**config.mk**
```make
export PLATFORM = sky130hd
export DESIGN_NAME = dac_spi_flat
export DESIGN_NICKNAME = d
export VERILOG_FILES = /design/src/rtl/dac_spi_if.sv /design/src/rtl/dac_spi.sv /design/src/flat_wrapper.sv
export SDC_FILE = /design/constraint.sdc
export NUM_CORES = 1
export LEC_CHECK = 0
export ABC_AREA = 1
export CORE_MARGIN = 2
export CORE_UTILIZATION = 54
export DETAILED_ROUTE_END_ITERATION = 7
export PLACE_DENSITY = 0.76
export SYNTH_ARGS = -nofsm -noshare
export SYNTH_HDL_FRONTEND = slang
export SYNTH_SLANG_ARGS = --single-unit
```
**constraint.sdc**
```tcl
create_clock -name CLK50MHZ -period 6.67 [get_ports CLK50MHZ]
set_clock_uncertainty 0.15 [all_clocks]
set_input_delay 2.001 -clock CLK50MHZ [delete_from_list [all_inputs] [get_ports CLK50MHZ]]
set_output_delay 2.001 -clock CLK50MHZ [all_outputs]
set_load 0.01 [all_outputs]
```
**src/rtl/dac_spi_if.sv**
```systemverilog
// Control-side handshake between the DAC control stage and the LTC2624
// serial transmitter: parallel DAC word, frame request and completion/busy
// status.
interface dac_spi_if;
  logic [11:0] data;
  logic [3:0]  address;
  logic [3:0]  command;
  logic        dactrig;
  logic        dacdone;
  logic        busy;

  modport master (
    output data, address, command, dactrig,
    input  dacdone, busy
  );

  modport slave (
    input  data, address, command, dactrig,
    output dacdone, busy
  );
endinterface

```
**src/rtl/dac_spi.sv**
```systemverilog
// LTC2624 SPI transmitter. Serialises {8'h00, command, address, data, 4'h0}
// MSB first with SCK idling low. MOSI only changes as SCK returns low, so the
// DAC (which samples on SCK rising) sees HALF cycles of setup and hold.
// After 32 bits CS is raised for at least 2*HALF cycles before the next
// request is accepted.
module dac_spi #(
  parameter int HALF = 2
) (
  input  logic    CLK50MHZ,
  input  logic    RST,
  dac_spi_if.slave bus,
  output logic    SPI_SCK,
  output logic    SPI_MOSI,
  output logic    DAC_CS,
  output logic    DAC_CLR
);

  // Counter is shared by the SCK divider (0..HALF-1) and the CS-high gap
  // (0..2*HALF-1), so it is sized for the larger of the two.
  localparam int CW = $clog2(2 * HALF) + 1;
  localparam logic [CW-1:0] DIV_LAST = CW'(HALF - 1);
  localparam logic [CW-1:0] GAP_LAST = CW'(2 * HALF - 1);

  typedef enum logic [1:0] {
    IDLE  = 2'd0,
    SHIFT = 2'd1,
    GAP   = 2'd2
  } state_t;

  state_t        state;
  logic [CW-1:0] div;
  logic [4:0]    bitcnt;
  logic [31:0]   shreg;
  logic [31:0]   frame_in;
  logic          done_r;
  logic          busy_r;
  logic          start;
  logic          sck_fall;

  function automatic logic [31:0] build_frame(input logic [3:0]  cmd,
                                              input logic [3:0]  adr,
                                              input logic [11:0] code);
    return {8'h00, cmd, adr, code, 4'h0};
  endfunction

  assign frame_in    = build_frame(bus.command, bus.address, bus.data);
  assign start       = (state == IDLE) && bus.dactrig;
  // End of a high phase that is not the last bit: next bit goes onto MOSI.
  assign sck_fall    = (state == SHIFT) && (div == DIV_LAST) && SPI_SCK &&
                       (bitcnt != 5'd31);
  assign bus.dacdone = done_r;
  assign bus.busy    = busy_r;

  // Frame sequencer: IDLE waits for a request, SHIFT generates SCK and
  // advances MOSI, GAP holds CS high for the minimum CS-high time.
  always_ff @(posedge CLK50MHZ) begin
    if (RST) begin
      state    <= IDLE;
      div      <= '0;
      bitcnt   <= '0;
      SPI_SCK  <= 1'b0;
      SPI_MOSI <= 1'b0;
      DAC_CS   <= 1'b1;
      DAC_CLR  <= 1'b0;
      done_r   <= 1'b0;
      busy_r   <= 1'b0;
    end else begin
      DAC_CLR <= 1'b1;
      done_r  <= 1'b0;
      case (state)
        IDLE: begin
          if (bus.dactrig) begin
            state    <= SHIFT;
            div      <= '0;
            bitcnt   <= '0;
            SPI_SCK  <= 1'b0;
            DAC_CS   <= 1'b0;
            busy_r   <= 1'b1;
            SPI_MOSI <= frame_in[31];
          end
        end
        SHIFT: begin
          if (div == DIV_LAST) begin
            div <= '0;
            if (!SPI_SCK) begin
              SPI_SCK <= 1'b1;
            end else begin
              SPI_SCK <= 1'b0;
              if (bitcnt == 5'd31) begin
                state    <= GAP;
                DAC_CS   <= 1'b1;
                SPI_MOSI <= 1'b0;
                done_r   <= 1'b1;
              end else begin
                bitcnt   <= bitcnt + 5'd1;
                SPI_MOSI <= shreg[31];
              end
            end
          end else begin
            div <= div + 1'b1;
          end
        end
        GAP: begin
          if (div == GAP_LAST) begin
            state  <= IDLE;
            div    <= '0;
            busy_r <= 1'b0;
          end else begin
            div <= div + 1'b1;
          end
        end
        default: state <= IDLE;
      endcase
    end
  end

  // Remaining frame bits, already aligned so bit 31 is the next MOSI value;
  // loaded only at frame start so later input changes are ignored.
  always_ff @(posedge CLK50MHZ) begin
    if (start) begin
      shreg <= {frame_in[30:0], 1'b0};
    end else if (sck_fall) begin
      shreg <= {shreg[30:0], 1'b0};
    end
  end

endmodule

```
**src/flat_wrapper.sv**
```systemverilog
// flat-port wrapper written by rule: the top's interface ports become plain ports
module dac_spi_flat 
#(
  parameter int HALF = 2
)
  (CLK50MHZ, RST, SPI_SCK, SPI_MOSI, DAC_CS, DAC_CLR, bus_data, bus_address, bus_command, bus_dactrig, bus_dacdone, bus_busy);
  dac_spi_if bus_i ();
  input  logic CLK50MHZ;
  input  logic RST;
  output logic SPI_SCK;
  output logic SPI_MOSI;
  output logic DAC_CS;
  output logic DAC_CLR;
  input wire logic [$bits(bus_i.data)-1:0] bus_data;
  input wire logic [$bits(bus_i.address)-1:0] bus_address;
  input wire logic [$bits(bus_i.command)-1:0] bus_command;
  input wire logic [$bits(bus_i.dactrig)-1:0] bus_dactrig;
  output wire logic [$bits(bus_i.dacdone)-1:0] bus_dacdone;
  output wire logic [$bits(bus_i.busy)-1:0] bus_busy;
  assign bus_i.data = bus_data;
  assign bus_i.address = bus_address;
  assign bus_i.command = bus_command;
  assign bus_i.dactrig = bus_dactrig;
  assign bus_dacdone = bus_i.dacdone;
  assign bus_busy = bus_i.busy;
  dac_spi #(.HALF(HALF)) u_core (.CLK50MHZ(CLK50MHZ), .RST(RST), .bus(bus_i), .SPI_SCK(SPI_SCK), .SPI_MOSI(SPI_MOSI), .DAC_CS(DAC_CS), .DAC_CLR(DAC_CLR));
endmodule
```
Word-level counts from Yosys, hierarchy flattened:

Index checks and enable logic that the tools add are counted.

* input port bits: 23
* word-level logic and storage cells: 79
* register bits after elaboration: 43
* output and inout bits: 6

* bitwise gates (word level): 3
* muxes and demuxes: 34
* eq/ne operators: 12
* reductions and logical operators: 17
* add/subtract/negate cells: 2

Operators by type and width (number)
* $mux 25: 2
* $mux 5: 4
* $reduce_and 5->1: 3
* $mux 1: 13
* $mux 2: 5
* $pmux 5 s2: 1
* $mux 3: 3
* $pmux 3 s3: 1
* $ne 2x2->1 const B: 4
* $pmux 1 s2: 4
* $pmux 2 s3: 1
* $reduce_and 3->1: 2
* $reduce_bool 2->1: 3
* $add 5x1->5 const B: 1
* $eq 5x5->1 const B: 1
* $ne 5x5->1 const B: 1
* $logic_and 1x1->1: 4
* $ne 2x1->1 const B: 2
* $reduce_and 4->1: 1
* $reduce_or 4->1: 1
* $add 3x1->3 const B: 1
* $eq 3x1->1 const B: 1
* $eq 3x2->1 const B: 1
* $not 1->1: 3
* other kinds (5): 5

Longest topological paths before layout:

Gate-level depths: netlist of the first run.

* depth in word-level cells: 6
* mapped depth: 10

Worst setup path after synthesis of the first run:

Ideal clock, no wire load.

* path kind: input-to-reg
* start point: in bus_dactrig
* end point: reg u_core.shreg[10] (enable)
* setup time: 0.394 ns
* cell stages on the path: 3
* path buffers: 1
* setup slack: 3.326 ns
* data arrival time: 2.800 ns
* cells stage by stage: nand2_1 > clkbuf_1 > nand2_1

* cells in the longest elaborated chain, start to end: 2

RTL lines
* start, declared: line flat_wrapper.sv:17 `input wire logic [$bits(bus_i.dactrig)-1:0] bus_dactrig;`
* $logic_and 1x1->1: line dac_spi.sv:47 `assign start = (state == IDLE) && bus.dactrig;`
* $reduce_bool 2->1 (no line)
* end signal, assigned: line dac_spi.sv:121 `shreg <= {frame_in[30:0], 1'b0};`
* end signal, assigned: line dac_spi.sv:123 `shreg <= {shreg[30:0], 1'b0};`
* end, declared: line dac_spi.sv:33 `logic [31:0] shreg;`

No other way between the ends.
A chain may end at the register's enable or synchronous reset.

Worst setup path in the final report of the first run:

* start point: in bus_dactrig
* end point: reg u_core.shreg[5] (enable)

Same word-level chain as after synthesis.

==> impl_summary.txt, run 1 <==
----------------------------------------------------
[Status]
  Outcome ... finished, final reports clean

[Logic synthesis]
  Per-instance average area after synthesis ... 8.24 um^2
  Proportion of netlist area held by the largest area contributor ... 0.301
  Gate count after technology mapping ... 242
  Flip-flop and latch count after synthesis ... 43
  Portion of the post-synthesis area used by sequential elements ... 0.532
  Yosys warning count ... 0
  Post-Syn Nets ... 275
  Top cell type by total area after synthesis ... edfxtp_1
  Synthesized area ... 0.00199 mm^2
  Dominant cells by area after synthesis ... edfxtp_1 (30%), dfxtp_1 (23%), nand2_1 (18%), ha_1 (6.3%), a21oi_1 (4.0%)
  Number of distinct library cells after synthesis ... 24

[STA]
  Max frequency ... 0.257 GHz
  Number of endpoints with negative hold slack in the final report ... 0
  Worst-margin pin slew ... 0.787 ns
  Ratio of final minimum period to clock period ... 0.584
  Max-slew headroom at the worst pin ... 0.474
  Final total negative setup slack ... 0 ns
  Setup repair after global routing missed its margin ... no
  Slew Viols, Final ... 0
  Finish-stage setup viols ... 0
  Final Critical Period ... 3.89 ns

[GRT]
  Total global routing track utilization ... 0.195
  Wire length of the first global-routing pass ... 6290 um
  Number of antenna violations at the first check in global routing ... 0
  Pin count of the biggest net entering global routing ... 27
  Sum of overflow across all layers after global routing ... 0
  Vias in the first global route ... 1533

[Power and ir drop]
  Post-route total power ... 0.883 mW
  Static Leak ... 0.996 nW
  Total power divided by cell area ... 370 mW/mm^2
  Maximum vdd ir drop ... 0.182 mV

[Floorplanning]
  Die outline height ... 64.8 um
  # IOs ... 29
  Placement Rows ... 22
  Core box area ... 0.00361 mm^2
  Die footprint ... 0.00420 mm^2
  Width of the die ... 64.8 um
  Initial cell density of the core ... 0.553

[Route]
  Average detailed-routed wire length per instance ... 10.9 um
  Number of optimization iterations in the first detailed-route pass ... 4
  Remaining antenna violation count ... 0
  Total DRC errors in the routed layout ... 0
  DRC violation total after the first TritonRoute iteration ... 86
  Total Wirelength ... 3500 um
  Via count normalized by instance count ... 4.97
  Total via count in the routed design ... 1590

[Finish]
  Nets ... 304
  Fin cells ... 320
  Footprint of the multi-input gates ... 836 um^2
  Sequential cell area in the final layout ... 0.00106 mm^2
  Diode insertion count for antenna repair ... 0
  Post-layout util ... 0.662
  Area Growth Syn to Fin ... 19.8%
  Ratio of cells with drive above 1 in the final layout ... 0.0441
  Number of inserted filler cells in the final layout ... 307

[Clock network]
  H-tree levels ... 2
  Root buffer cell ... clkbuf_8
  Clk pin slew, worst setup/hold paths ... 0.07 ns
  Worst-Skew Late Latency ... 0.29 ns
  Max clock buf depth ... 2
  Post-cts gate resize count ... 0
  TritonCTS sink count ... 43
  Post-CTS setup buffer count ... 0
  Number of buffers created by CTS ... 5
  Hold_buf cts ... 0
  Clock tree from TritonCTS ... done

[Placement]
  Placed cell count ... 312
  Port-buffer cells ... 28
  Final HPWL from detailed placement ... 2490 um
  Final weighted congestion of routability-driven global placement ... 0.785

[Run]
  Number of max-cap violations ... 0

[Setup path]
  Cell class contributing the biggest share of worst-path delay ... simple AND/OR/NAND/NOR gates
  Slowest Stage Delay on Critical Path ... 0.78 ns
  Cell occurring most often along the worst timing path ... nand2_1
  Worst Path Class, Setup ... primary input to register
  Critical path data arrival time ... 3.66 ns
  Buffers and inverters on the worst path ... 1
  CP cell instances ... clkdlybuf4s50_1 > nand2_1 > nand2_1
  Cell with the biggest individual delay on the critical path ... nand2_1
  Critical path required time ... 6.44 ns
  CP Capture Type ... register
  Startpoint Class ... primary input
  Top fanout value on the critical path ... 22

[Hold path]
  Min-delay worst type ... register to register

----------------------------------------------------
-- layout make-up --
cell class	count	share of cell area
clock buffer	6	0.0304
inverter	19	0.0299
clock inverter	2	0.00314
multi-input combinational	174	0.350
sequential	43	0.444
tap	48	0.0251
timing repair buffer	28	0.117
-- Yosys cell counts --
library cell,count
xor2_1,1
edfxtp_1,20
clkbuf_1,3
a21oi_1,16
inv_1,15
nor3_1,2
nand3_1,12
nor3_4,1
o21ai_0,2
o21ai_1,7
clkinv_1,1
nand2_2,1
buf_2,3
nand3b_1,1
a22oi_1,1
inv_2,3
dfxtp_1,23
nor2_1,21
nand4_2,1
nor2_2,1
nand2_1,95
ha_1,10
o211ai_1,1
nor3b_1,1
-- flip-flops by register name (all words and copies together) (netlist names), 2 cells and up --
signal         cells
u_core.bitcnt      5
u_core.div         3
u_core.shreg      27
u_core.state       2
-- routing by layer --
metal | up-vias | wire (um) | GRT usage
li1 | 836 | - | -
met1 | 706 | 1600 | 0.224
met2 | 41 | 1670 | 0.338
met3 | 7 | 187 | 0.0625
met4 | 0 | 43 | 0.0718
met5 | - | 0 | 0
-- cell usage in the layout (no fill, tap or decap), types with 2 or more instances in the layout --
master	n
nand2_1	95
clkbuf_8	5
a21oi_1	16
nor2_1	21
clkinv_1	3
clkdlybuf4s50_1	28
ha_1	10
nand3_1	12
o21ai_1	7
nor3_1	2
edfxtp_1	20
dfxtp_1	23
inv_2	3
inv_1	15
o21ai_0	2
-- power by group --
part	internal (mW)	switching (mW)	leakage (nW)
combinational	0.115	0.216	0.574
clock	0.0714	0.0828	0.0403
sequential	0.368	0.0293	0.381
total	0.555	0.328	0.996
-- final timing paths --
path	start	endpoint	slack (ns)	depth (start not counted)
setup / recovery	bus_dactrig	u_core.shreg[5]	2.78	3
hold / removal	u_core.shreg[27]	u_core.shreg[27]	0.31	2
setup reg to reg	u_core.state[1]	u_core.shreg[5]	3.93	6
hold reg to reg	u_core.shreg[27]	u_core.shreg[27]	0.31	2
-- worst min-delay path, cell delays in order, from the launching register on --
cell and delay, ns:
dfxtp_1 0.31, nand2_1 0.06, a21oi_1 0.05
-- metrics by stage --
stage | setup WS [ns] | area [um^2] | hold slack [ns]
6_report | 2.78 | 2390 | 0.314
5_1_grt | 2.62 | 2390 | 0.334
4_1_cts | 2.76 | 2390 | 0.317
3_5_place_dp | 2.45 | 2310 | 0.305
3_3_place_gp | 2.46 | 2310 | 0.298
2_1_floorplan | 3.33 | 1990 | 0.291
-- logic make-up (layout without fill, tap and decap cells) --
| group | count (synthesis) | after routing | share of synthesized area |
|---|---|---|---|
| xor+xnor | 1 | 1 | 0.00439 |
| buf+inv | 25 | 55 | 0.0489 |
| fa+ha+maj | 10 | 10 | 0.0627 |
| simple gates | 136 | 136 | 0.282 |
| flops | 43 | 43 | 0.532 |
| compound gates | 27 | 27 | 0.0703 |
(Power assumes the default switching activity.)
==> run 2: changes to the inputs <==
--- a/config.mk
+++ b/config.mk
@@ -7,9 +7,9 @@
 export LEC_CHECK = 0
 export ABC_AREA = 1
 export CORE_MARGIN = 2
-export CORE_UTILIZATION = 54
+export CORE_UTILIZATION = 53
 export DETAILED_ROUTE_END_ITERATION = 7
-export PLACE_DENSITY = 0.76
+export PLACE_DENSITY = 0.75
 export SYNTH_ARGS = -nofsm -noshare
 export SYNTH_HDL_FRONTEND = slang
 export SYNTH_SLANG_ARGS = --single-unit
==> constraint.sdc (replaced) <==
create_clock -name CLK50MHZ -period 3.65 [get_ports CLK50MHZ]
set_clock_uncertainty 0.15 [all_clocks]
set_input_delay 1.095 -clock CLK50MHZ [delete_from_list [all_inputs] [get_ports CLK50MHZ]]
set_output_delay 1.095 -clock CLK50MHZ [all_outputs]
set_load 0.01 [all_outputs]
==> run 2 against run 1 <==
  * Flip-flop and latch count unchanged
  * Power increased by 86%
  * Die area increased by 1.8%
  * Critical endpoint is now u_core.shreg[14]
  * Clock power increased by 86%
  * Largest cell class unchanged
  * Register-to-register slack got worse by 2.8 ns
  * Critical path depth increased by 4
  * Worst setup slack got worse by 1.6 ns
  * First-iteration DRC count increased by 23%
  * Design area increased by 0.68%
  * Routed wire length increased by 6.4%
==> impl_summary.txt, run 2 (synthesis results as in run 1) <==
----------------------------------------------------
[Status]
  Outcome ... finished, final reports clean

[Setup path]
  Cell with the biggest individual delay on the critical path ... ha_1
  CP Capture Type ... register
  CP cell instances ... inv_1 > ha_1 > inv_2 > nor3_4 > nand2_2 > nand2_1 > buf_4
  Slowest Stage Delay on Critical Path ... 0.45 ns
  Top fanout value on the critical path ... 18
  Worst Path Class, Setup ... register to register
  Critical path data arrival time ... 2.34 ns
  Startpoint Class ... register
  Flop-to-flop setup slack ... 1.14 ns
  Critical path required time ... 3.48 ns

[Run]
  Number of max-cap violations ... 0

[GRT]
  Sum of overflow across all layers after global routing ... 0
  Pin count of the biggest net entering global routing ... 27
  Number of antenna violations at the first check in global routing ... 0
  Wire length of the first global-routing pass ... 6580 um
  Vias in the first global route ... 1557
  Total global routing track utilization ... 0.205

[Floorplanning]
  # IOs ... 29
  Die footprint ... 0.00427 mm^2
  Die outline height ... 65.3 um
  Initial cell density of the core ... 0.549
  Core box area ... 0.00363 mm^2
  Placement Rows ... 22
  Width of the die ... 65.3 um

[Power and ir drop]
  Proportion of power drawn by the clock network ... 0.175
  Switching Share ... 0.374
  Psw ... 0.613 mW
  Static Leak ... 1.01 nW
  Proportion of power drawn by flip-flops and latches ... 0.444
  Logic pwr share ... 0.381
  Total power divided by cell area ... 682 mW/mm^2
  Cell-internal power ... 1.03 mW
  Maximum vdd ir drop ... 0.326 mV

[Clock network]
  Clk pin slew, worst setup/hold paths ... 0.08 ns
  TritonCTS sink count ... 43
  Post-CTS setup buffer count ... 0
  Root buffer cell ... clkbuf_8
  Hold_buf cts ... 0
  Clock tree from TritonCTS ... done
  Post-cts gate resize count ... 0
  H-tree levels ... 2
  Worst-Skew Late Latency ... 0.29 ns
  Number of buffers created by CTS ... 5
  Max clock buf depth ... 2

[Finish]
  Top library cells by usage in the layout, fill and taps aside ... nand2_1 (95), clkdlybuf4s50_1 (28), dfxtp_1 (23)
  Most flop-heavy register ... u_core.shreg
  Ratio of cells with drive above 1 in the final layout ... 0.0547
  Biggest regs ... u_core.shreg: 27 flops, u_core.bitcnt: 5 flops, u_core.div: 3 flops
  Nets ... 306
  Diode insertion count for antenna repair ... 0
  Most common library cell in the layout ignoring fill and taps ... nand2_1
  Area Growth Syn to Fin ... 20.6%
  Largest register FFs ... 27
  Number of inserted filler cells in the final layout ... 323

[Route]
  Total via count in the routed design ... 1622
  Average detailed-routed wire length per instance ... 11.6 um
  Total DRC errors in the routed layout ... 0
  Via count normalized by instance count ... 5.04
  Number of optimization iterations in the first detailed-route pass ... 4
  Total Wirelength ... 3730 um
  DRC violation total after the first TritonRoute iteration ... 106
  Remaining antenna violation count ... 0

[STA]
  Final Critical Period ... 2.51 ns
  Max-slew headroom at the worst pin ... 0.689
  Ratio of final minimum period to clock period ... 0.688
  Setup repair after global routing missed its margin ... no
  Max frequency ... 0.398 GHz
  Finish-stage setup viols ... 0
  Worst-margin pin slew ... 0.466 ns
  Crit path setup slack, layout ... 1.14 ns
  Final total negative setup slack ... 0 ns
  Number of endpoints with negative hold slack in the final report ... 0
  Slew Viols, Final ... 0

[Placement]
  Dpl ws ... 1.05 ns
  Port-buffer cells ... 28
  Final HPWL from detailed placement ... 2620 um
  Final weighted congestion of routability-driven global placement ... 0.811

[Hold path]
  Min-delay worst type ... register to register

----------------------------------------------------
-- run 2: changes by cell type in the layout (fill, tap and decap cells not counted), sizes merged --
cell,delta
buf,+2
clkbuf,+1
clkinv,-1
-- run 2: path summary, 6_finish.rpt --
path,startpoint,to,cells after the start
hold reg to reg,u_core.shreg[27],u_core.shreg[27],2
setup / recovery,u_core.state[1],u_core.shreg[14],7
hold / removal,u_core.shreg[27],u_core.shreg[27],2
setup reg to reg,u_core.state[1],u_core.shreg[14],7
-- run 2: area by class of cell --
type	instances	area, um^2	area share
clock inverter	1	5.00	0.00208
inverter	19	71.3	0.0297
clock buffer	7	76.3	0.0317
timing repair buffer	30	295	0.123
sequential	43	1060	0.441
multi-input combinational	174	836	0.348
tap	48	60.1	0.0250
-- run 2: stage by stage --
step	utilization	cell area [um^2]	hold WS [ns]	instances	power (mW)
2_1_floorplan	-	1990	0.291	242	1.19
3_3_place_gp	0.639	2320	0.303	314	1.34
3_5_place_dp	0.639	2320	0.307	314	1.35
4_1_cts	0.662	2400	0.319	322	1.65
5_1_grt	0.662	2400	0.327	322	1.78
6_report	0.662	2400	0.314	322	1.64
-- run 2: worst max-delay path: cells and delay by family (launching register included) --
family | cells | cell delay (ns)
simple gates | 3 | 0.74
buf+inv | 3 | 0.51
fa+ha+maj | 1 | 0.45
flops | 1 | 0.33
-- run 2: routing by layer --
layer / track usage / up-vias / wire length, um
met2: 0.343 / 43 / 1800
li1: - / 844 / -
met3: 0.0514 / 11 / 156
met5: 0 / - / 0
met1: 0.238 / 724 / 1650
met4: 0.115 / 0 / 114
-- run 2: power groups by stage --
stage / Sequential (mW) / Combinational (mW) / Clock (mW)
3_3_place_gp: 0.734 / 0.608 / 0
3_5_place_dp: 0.738 / 0.615 / 0
5_1_grt: 0.743 / 0.715 / 0.319
6_report: 0.729 / 0.624 / 0.287
2_1_floorplan: 0.731 / 0.454 / 0
4_1_cts: 0.729 / 0.624 / 0.297
==> run 3: changes to the inputs <==
--- a/config.mk
+++ b/config.mk
@@ -7,9 +7,9 @@
 export LEC_CHECK = 0
 export ABC_AREA = 1
 export CORE_MARGIN = 2
-export CORE_UTILIZATION = 53
+export CORE_UTILIZATION = 48
 export DETAILED_ROUTE_END_ITERATION = 7
-export PLACE_DENSITY = 0.75
+export PLACE_DENSITY = 0.72
 export SYNTH_ARGS = -nofsm -noshare
 export SYNTH_HDL_FRONTEND = slang
 export SYNTH_SLANG_ARGS = --single-unit
==> constraint.sdc (replaced) <==
create_clock -name CLK50MHZ -period 2.3 [get_ports CLK50MHZ]
set_clock_uncertainty 0.15 [all_clocks]
set_input_delay 0.69 -clock CLK50MHZ [delete_from_list [all_inputs] [get_ports CLK50MHZ]]
set_output_delay 0.69 -clock CLK50MHZ [all_outputs]
set_load 0.01 [all_outputs]
==> run 3 against run 2 <==
  * Flip-flop and latch count unchanged
  * Largest power group unchanged
  * Via count grew 0.74%
  * Sequential share of layout area shrank 1.7 points
  * Combinational power increased by 67%
  * Cell count up 3.7%
  * Critical path type is now register to output pin
  * First-iteration DRC count fell by 25%
==> impl_summary.txt, run 3 (synthesis results as in run 1) <==
----------------------------------------------------
[Floorplanning]
  # IOs ... 29
  Placement Rows ... 23
  Width of the die ... 68.5 um
  Initial cell density of the core ... 0.499
  Die footprint ... 0.00469 mm^2
  Die outline height ... 68.5 um
  Core box area ... 0.00400 mm^2

[Setup path]
  Critical path data arrival time ... 1.23 ns
  Critical path required time ... 1.46 ns
  Worst Path Class, Setup ... register to output pin
  Slowest Stage Delay on Critical Path ... 0.55 ns
  Cell with the biggest individual delay on the critical path ... clkdlybuf4s50_1
  Cell class contributing the biggest share of worst-path delay ... buffers and inverters
  Buffers and inverters on the worst path ... 1
  Crit. path cell count ... 1
  CP cell instances ... clkdlybuf4s50_1
  R2R depth ... 8
  Startpoint Class ... register
  Startpoint of the worst register-to-register path ... u_core.bitcnt[0]
  End of the worst register-to-register path ... u_core.shreg[18]
  Flop-to-flop setup slack ... 0.45 ns
  Top fanout value on the critical path ... 4
  CP Capture Type ... output pin

[STA]
  Max-slew headroom at the worst pin ... 0.744
  Max frequency ... 0.483 GHz
  Crit path setup slack, layout ... 0.231 ns
  Setup repair after global routing missed its margin ... no
  Ratio of final minimum period to clock period ... 0.900
  Slew Viols, Final ... 0
  Finish-stage setup viols ... 0
  Final Critical Period ... 2.07 ns
  Worst-margin pin slew ... 0.382 ns
  Number of endpoints with negative hold slack in the final report ... 0
  Hold Slack ... 0.308 ns
  Final total negative setup slack ... 0 ns

[Finish]
  Diode insertion count for antenna repair ... 0
  Top library cells by usage in the layout, fill and taps aside ... nand2_1 (95), clkdlybuf4s50_1 (28), dfxtp_1 (23)
  Most common library cell in the layout ignoring fill and taps ... nand2_1
  Nets ... 316
  Most flop-heavy register ... u_core.shreg
  Area Growth Syn to Fin ... 25.3%
  Fin cells ... 334
  Biggest regs ... u_core.shreg: 27 flops, u_core.bitcnt: 5 flops, u_core.div: 3 flops
  Ratio of cells with drive above 1 in the final layout ... 0.0915
  Final Cell Area ... 0.00250 mm^2
  Largest register FFs ... 27

[Route]
  Total DRC errors in the routed layout ... 0
  Remaining antenna violation count ... 0
  Via count normalized by instance count ... 4.89
  Number of optimization iterations in the first detailed-route pass ... 5
  Total via count in the routed design ... 1634
  Average detailed-routed wire length per instance ... 10.4 um
  DRC violation total after the first TritonRoute iteration ... 80
  Total Wirelength ... 3480 um

[Placement]
  Placed cell count ... 326
  Dpl ws ... 0.149 ns
  Final weighted congestion of routability-driven global placement ... 0.781
  Area of placed instances ... 0.00241 mm^2
  Port-buffer cells ... 28
  Final HPWL from detailed placement ... 2610 um

[Power and ir drop]
  Maximum vdd ir drop ... 0.548 mV
  Total power divided by cell area ... 1060 mW/mm^2
  Static Leak ... 1.06 nW

[Clock network]
  Number of buffers created by CTS ... 5
  H-tree levels ... 2
  Max clock buf depth ... 2
  Worst-Skew Late Latency ... 0.30 ns
  Post-cts gate resize count ... 0
  Root buffer cell ... clkbuf_8
  Hold_buf cts ... 0
  Clock tree from TritonCTS ... done
  TritonCTS sink count ... 43
  Post-CTS setup buffer count ... 0
  Clk pin slew, worst setup/hold paths ... 0.08 ns

[Hold path]
  Worst min-delay path startpoint ... u_core.shreg[26]
  Hold-critical path depth ... 2
  Hold worst-path end ... u_core.shreg[26]
  Min-delay worst type ... register to register

[GRT]
  Vias in the first global route ... 1444
  Number of antenna violations at the first check in global routing ... 0
  Pin count of the biggest net entering global routing ... 19
  Total global routing track utilization ... 0.180
  Met3 Usage GRT ... 0.0543
  Wire length of the first global-routing pass ... 6160 um
  Met2 layer usage reported by global route ... 0.292
  Sum of overflow across all layers after global routing ... 0
  Met1 routing resource usage after global routing ... 0.220
  Most Used Layer, Global Route ... met2

[Status]
  Outcome ... finished, final reports clean

[Run]
  Number of max-cap violations ... 0

----------------------------------------------------
==> run 3: cell type report <==
class,count,area [um^2]
clock inverters,2,12.5
well taps,50,62.6
fillers,366,1500
multi-input cells,174,836
flip-flops and latches,43,1060
repair buffers,40,383
clock buffers,6,72.6
inverters,19,71.3
==> run 3: how the worst max path moves through the flow <==
stage | startpoint | end | slack [ns]
5_1_grt | u_core.SPI_SCK | SPI_SCK | 0.16
3_3_place_gp | bus_dactrig | u_core.shreg[9] | 0.16
2_1_floorplan | u_core.bitcnt[0] | u_core.shreg[10] | 0.19
4_1_cts | u_core.SPI_SCK | SPI_SCK | 0.21
3_5_place_dp | bus_dactrig | u_core.bitcnt[0] | 0.15
6_report | u_core.SPI_SCK | SPI_SCK | 0.23
==> run 3: per-stage QoR <==
stage | total power, mW | utilization
floorplan | 1.88 | -
global placement | 2.20 | 0.603
detailed placement | 2.22 | 0.603
CTS | 2.69 | 0.625
global route | 2.91 | 0.625
finish | 2.66 | 0.625
==> run 3: power by group <==
part	total [mW]	internal (mW)	switching, mW
logic	1.04	0.411	0.631
registers	1.15	1.07	0.0896
clock network	0.464	0.212	0.252
total	2.66	1.69	0.972
==> run 3: layer usage <==
layer  wire, um  vias to the layer above
met5          0                        -
met4         65                        0
met3        148                        6
met2       1670                       34
met1       1590                      736
li1           -                      858
